**src/rtl/mul_seq_ctrl.sv**
```systemverilog
// Valid/ready front-end and result capture for the free-running mul_int multiplier.
// Operands become magnitudes, are held for a full multiply window, then the sign is restored.
module mul_seq_ctrl #(
    parameter int HOLD_CYCLES = 66
) (
    input  logic        clk,
    input  logic        rst_n,
    input  logic        in_valid,
    output logic        in_ready,
    input  logic        in_signed,
    input  logic [31:0] in_a,
    input  logic [31:0] in_b,
    output logic [31:0] mul_a,
    output logic [31:0] mul_b,
    input  logic [63:0] mul_c,
    output logic        out_valid,
    input  logic        out_ready,
    output logic [63:0] out_p,
    output logic        busy
);

    localparam int CW = $clog2(HOLD_CYCLES) + 1;

    typedef enum logic [1:0] {
        S_IDLE,
        S_HOLD,
        S_DONE
    } state_t;

    state_t      r_state;
    state_t      w_next;
    logic [CW-1:0] r_cnt;
    logic        r_neg;
    logic [31:0] r_mul_a;
    logic [31:0] r_mul_b;
    logic [63:0] r_out_p;
    logic        r_out_valid;

    logic        w_accept;
    logic        w_last;
    logic [31:0] w_mag_a;
    logic [31:0] w_mag_b;

    assign w_accept = (r_state == S_IDLE) && in_valid;
    // The counter starts at 0 on the accept edge, so matching HOLD_CYCLES
    // puts the capture on the HOLD_CYCLES+1th edge after accept.
    assign w_last   = (r_state == S_HOLD) && (r_cnt == CW'(HOLD_CYCLES));
    assign w_mag_a  = (in_signed && in_a[31]) ? (~in_a + 32'd1) : in_a;
    assign w_mag_b  = (in_signed && in_b[31]) ? (~in_b + 32'd1) : in_b;

    always_ff @(posedge clk or negedge rst_n) begin
        if (!rst_n) begin
            r_state <= S_IDLE;
        end else begin
            r_state <= w_next;
        end
    end

    always_comb begin
        w_next = r_state;
        case (r_state)
            S_IDLE: if (in_valid)  w_next = S_HOLD;
            S_HOLD: if (w_last)    w_next = S_DONE;
            S_DONE: if (out_ready) w_next = S_IDLE;
            default:               w_next = S_IDLE;
        endcase
    end

    always_ff @(posedge clk or negedge rst_n) begin
        if (!rst_n) begin
            r_cnt       <= '0;
            r_neg       <= 1'b0;
            r_mul_a     <= '0;
            r_mul_b     <= '0;
            r_out_p     <= '0;
            r_out_valid <= 1'b0;
        end else begin
            if (w_accept) begin
                r_mul_a <= w_mag_a;
                r_mul_b <= w_mag_b;
                r_neg   <= in_signed & (in_a[31] ^ in_b[31]);
                r_cnt   <= '0;
            end
            if (r_state == S_HOLD) begin
                r_cnt <= r_cnt + 1'b1;
            end
            if (w_last) begin
                r_out_p     <= r_neg ? (~mul_c + 64'd1) : mul_c;
                r_out_valid <= 1'b1;
            end
            if ((r_state == S_DONE) && out_ready) begin
                r_out_valid <= 1'b0;
            end
        end
    end

    assign in_ready  = (r_state == S_IDLE);
    assign busy      = (r_state == S_HOLD) || (r_state == S_DONE);
    assign mul_a     = r_mul_a;
    assign mul_b     = r_mul_b;
    assign out_p     = r_out_p;
    assign out_valid = r_out_valid;

endmodule

```
**config.mk**
```make
export PLATFORM = sky130hd
export DESIGN_NAME = mul_seq_ctrl
export DESIGN_NICKNAME = d
export VERILOG_FILES = /design/src/rtl/mul_seq_ctrl.sv
export SDC_FILE = /design/constraint.sdc
export NUM_CORES = 1
export LEC_CHECK = 0
export CAP_MARGIN = 20
export CELL_PAD_IN_SITES_DETAIL_PLACEMENT = 1
export CELL_PAD_IN_SITES_GLOBAL_PLACEMENT = 1
export CORE_ASPECT_RATIO = 0.5
export CORE_MARGIN = 3
export CORE_UTILIZATION = 25
export CTS_CLUSTER_SIZE = 14
export DETAILED_ROUTE_END_ITERATION = 7
export PLACE_DENSITY_LB_ADDON = 0.1
export SLEW_MARGIN = 25
export SYNTH_ARGS = -nofsm -noshare
export SYNTH_HDL_FRONTEND = slang
export SYNTH_SLANG_ARGS = --single-unit
```
**constraint.sdc**
```tcl
create_clock -name clk -period 3.7 [get_ports clk]
set_input_delay 0.74 -clock clk [delete_from_list [all_inputs] [get_ports clk]]
set_output_delay 0.74 -clock clk [all_outputs]
set_load 0.03 [all_outputs]
```
==> flow_metrics.py <==
metrics = {
    "outcome": {
        "outcome": "finished clean",
    },
    "global_routing": {
        "grt_pass1_vias": 8306,
        "grt_max_degree": 94,
        "grt_pass1_wl_mm": 47.3,
        "antenna_found_initial": 2,
        "grt_use_total_pct": 17.4,
        "grt_overflow": 0,
    },
    "timing": {
        "period_minus_slack_ns": 3.18,
        "max_freq_ghz": 0.314,
        "fin_hold_ws_ns": 0.314,
        "finalSetupViolCount": 0,
        "relSlewSlack_pct": 41.6,
        "fin_worst_skew_ns": 0.00808,
        "slew_viol_final": 0,
        "finalCritPeriodShare_pct": 86.1,
        "worst_pin_slew_ns": 0.876,
        "rsz0062_at_grt": "false",
        "tns_ns": 0,
        "finalHoldViolCount": 0,
    },
    "drt": {
        "wl_per_cell_um": 18.3,
        "drc": 0,
        "drtIter0Drc": 306,
        "num_vias": 7721,
        "routed_wl_mm": 29.9,
        "drt-pass1-iter-count": 4,
        "antenna_left": 0,
        "via_per_inst": 4.73,
    },
    "floorplan": {
        "dieArea_um2": 34700,
        "die_x_um": 260,
        "start_util_pct": 26.0,
        "die_h_um": 133,
        "core_area_um2": 31100,
        "rows": 45,
        "num_io_pins": 264,
    },
    "worst_setup_path": {
        "endpoint_kind": "register",
        "cp_max_fo": 8,
        "cp_data_required_time_ns": 3.97,
        "cp-start-kind": "input pin",
        "path_class": "input pin to register",
        "critPathArrivalTime_ns": 3.45,
    },
    "layout": {
        "syn_to_final_growth_pct": 46.6,
        "num-fill-cells": 3616,
        "drive_above_1_share_pct": 5.55,
        "fin_nets": 1337,
    },
    "clock_network": {
        "cts_buffers": 17,
        "worstSkewPairLatency_ns": 0.43,
        "h-tree-depth": 4,
        "clock-sinks": 140,
        "clk_pin_slew_ns": 0.06,
        "cts_resized": 0,
        "clock_path_buffers": 2,
        "clockRootBuffer": "clkbuf_16",
        "hold_buffers": 0,
        "post_cts_buffers": 0,
        "cts_tree": "yes",
    },
    "yosys": {
        "synth_edf_count": 0,
        "synth-async-reset-ratio_pct": 100,
        "synth_area_per_cell_um2": 8.64,
        "yosys_warnings": 0,
        "synth_area_um2": 8090,
        "seq_area_frac_synth_pct": 43.3,
        "netlist_instances": 936,
        "synth_cell_types": 51,
        "ys.flop_type": "dfrtp_1",
        "synth_nets": 1077,
        "ys_seq_elements": 140,
    },
    "placement": {
        "routabilityCongestion": 0.777,
        "dp_hpwl_mm": 22.6,
        "portBuffers": 263,
    },
    "power_and_ir_drop": {
        "peakVddDrop_mv": 0.372,
        "powerDensity_nw_per_um2": 735,
        "p_leak_nw": 4.72,
    },
    "hold_path": {
        "hold_class": "input pin to async pin",
    },
    "flow_run": {
        "cap_violations": 0,
    },
}
## placed cells by master, fill, tap and decap left out, types with 16 or more instances in the layout
cell and count:
clkbuf_16 17, o31ai_1 33, clkdlybuf4s50_1 262, xnor2_1 43, a21oi_1 23, o21ai_0 152
nand2_1 168, nor3_1 23, xor2_1 78, or3_1 16, buf_4 25, nor2_1 43
inv_1 24, dfrtp_1 139
## final cells by class
class	instances	area [um^2]	area share [%]
clock buffer	24	502	4.23
multi-input combinational	724	4320	36.4
inverter	24	90.1	0.760
clock inverter	7	62.6	0.528
antenna	2	5.00	0.0422
tap	423	529	4.46
timing repair buffer	289	2840	24.0
sequential	140	3510	29.6
## layer usage
metal | GRT usage, % | up-vias | share of wire, %
met5 | 0 | - | 0
met4 | 5.01 | 0 | 1.4
met3 | 3.42 | 26 | 3.8
met2 | 31.0 | 124 | 51
met1 | 21.3 | 3767 | 44
li1 | - | 3804 | -
## per-stage QoR
stage	std cells	setup slack (ns)	utilization, %	cell area (um^2)	power [mW]
final	1633	0.516	38.1	11900	8.71
after floorplan	936	0.935	-	8090	5.03
after CTS	1631	0.544	38.1	11900	8.89
after detailed placement	1600	0.0800	36.3	11300	7.12
after global routing	1633	0.309	38.1	11900	9.30
after global placement	1600	0.123	36.3	11300	7.06
## critical path, stage by stage
cell and delay (ns):
clkdlybuf4s50_1 0.46, inv_1 0.10, ha_1 0.16, or3b_1 0.43, or2b_1 0.30, or4_1 0.65
o31ai_1 0.35, xor2_1 0.16, o21ai_0 0.09
## synthesized netlist by cell type, types with 2 or more instances
master,instances,area (um^2)
a21o_1,2,15.0
a21oi_1,23,115
a31oi_1,10,62.6
a41oi_1,5,43.8
and2_1,5,31.3
and3_1,4,25.0
and4_1,2,17.5
buf_1,2,7.51
buf_2,2,10.0
clkbuf_1,44,165
dfrtp_1,140,3500
ha_1,8,100
inv_1,24,90.1
mux2i_1,4,40.0
nand2_1,169,634
nand2b_1,5,31.3
nand3_1,12,60.1
nand3b_1,4,30.0
nand4_1,12,75.1
nand4b_1,3,26.3
nor2_1,43,161
nor2b_1,3,18.8
nor3_1,23,115
nor3b_1,4,30.0
nor4_1,10,62.6
nor4_2,2,25.0
nor4b_1,2,17.5
o211ai_1,2,15.0
o21ai_0,152,761
o21ai_1,3,15.0
o31ai_1,33,248
o41ai_1,12,105
o41ai_2,2,32.5
or2_2,2,12.5
or3_1,16,100
or4_1,13,97.6
xnor2_1,43,377
xor2_1,78,683
## cell families (layout without fill, tap and decap cells)
kind of cell	Yosys count	after routing	synth area share, %
adders and majority gates	8	8	1.24
other	0	2	0
muxes	4	4	0.495
xor gates and xnor gates	121	121	13.1
AOI/OAI and AO/OA	251	251	18.2
and+or+nand+nor	340	340	20.3
buffers and inverters	72	344	3.37
DFF	140	140	43.3
## path summary, 6_finish.rpt
kind                        endpoint  slack [ns]  startpoint  cells past startpoint
setup / recovery           out_p[50]        0.52    mul_c[0]                      9
hold / removal             mul_a[25]        0.31       rst_n                      1
setup reg to reg           out_p[63]        1.41  r_state[1]                      7
hold reg to reg            mul_b[31]        0.47   mul_b[31]                      1
max in group asynchronous  out_p[19]        2.57       rst_n                      2
min in group clk           mul_b[31]        0.47   mul_b[31]                      1
## power by group
| group | internal [mW] | switching, mW | total, mW |
|---|---|---|---|
| logic | 1.75 | 2.57 | 4.32 |
| registers | 2.20 | 0.491 | 2.69 |
| clock network | 1.01 | 0.687 | 1.69 |
| total | 4.96 | 3.75 | 8.71 |
## registers in the layout, indices dropped and copies added (netlist names)
name and count:
out_p 64, r_cnt 8, out_valid 1, mul_b 32, r_state 2, r_neg 1
mul_a 32
No activity file was read; power rests on OpenSTA's default activity.
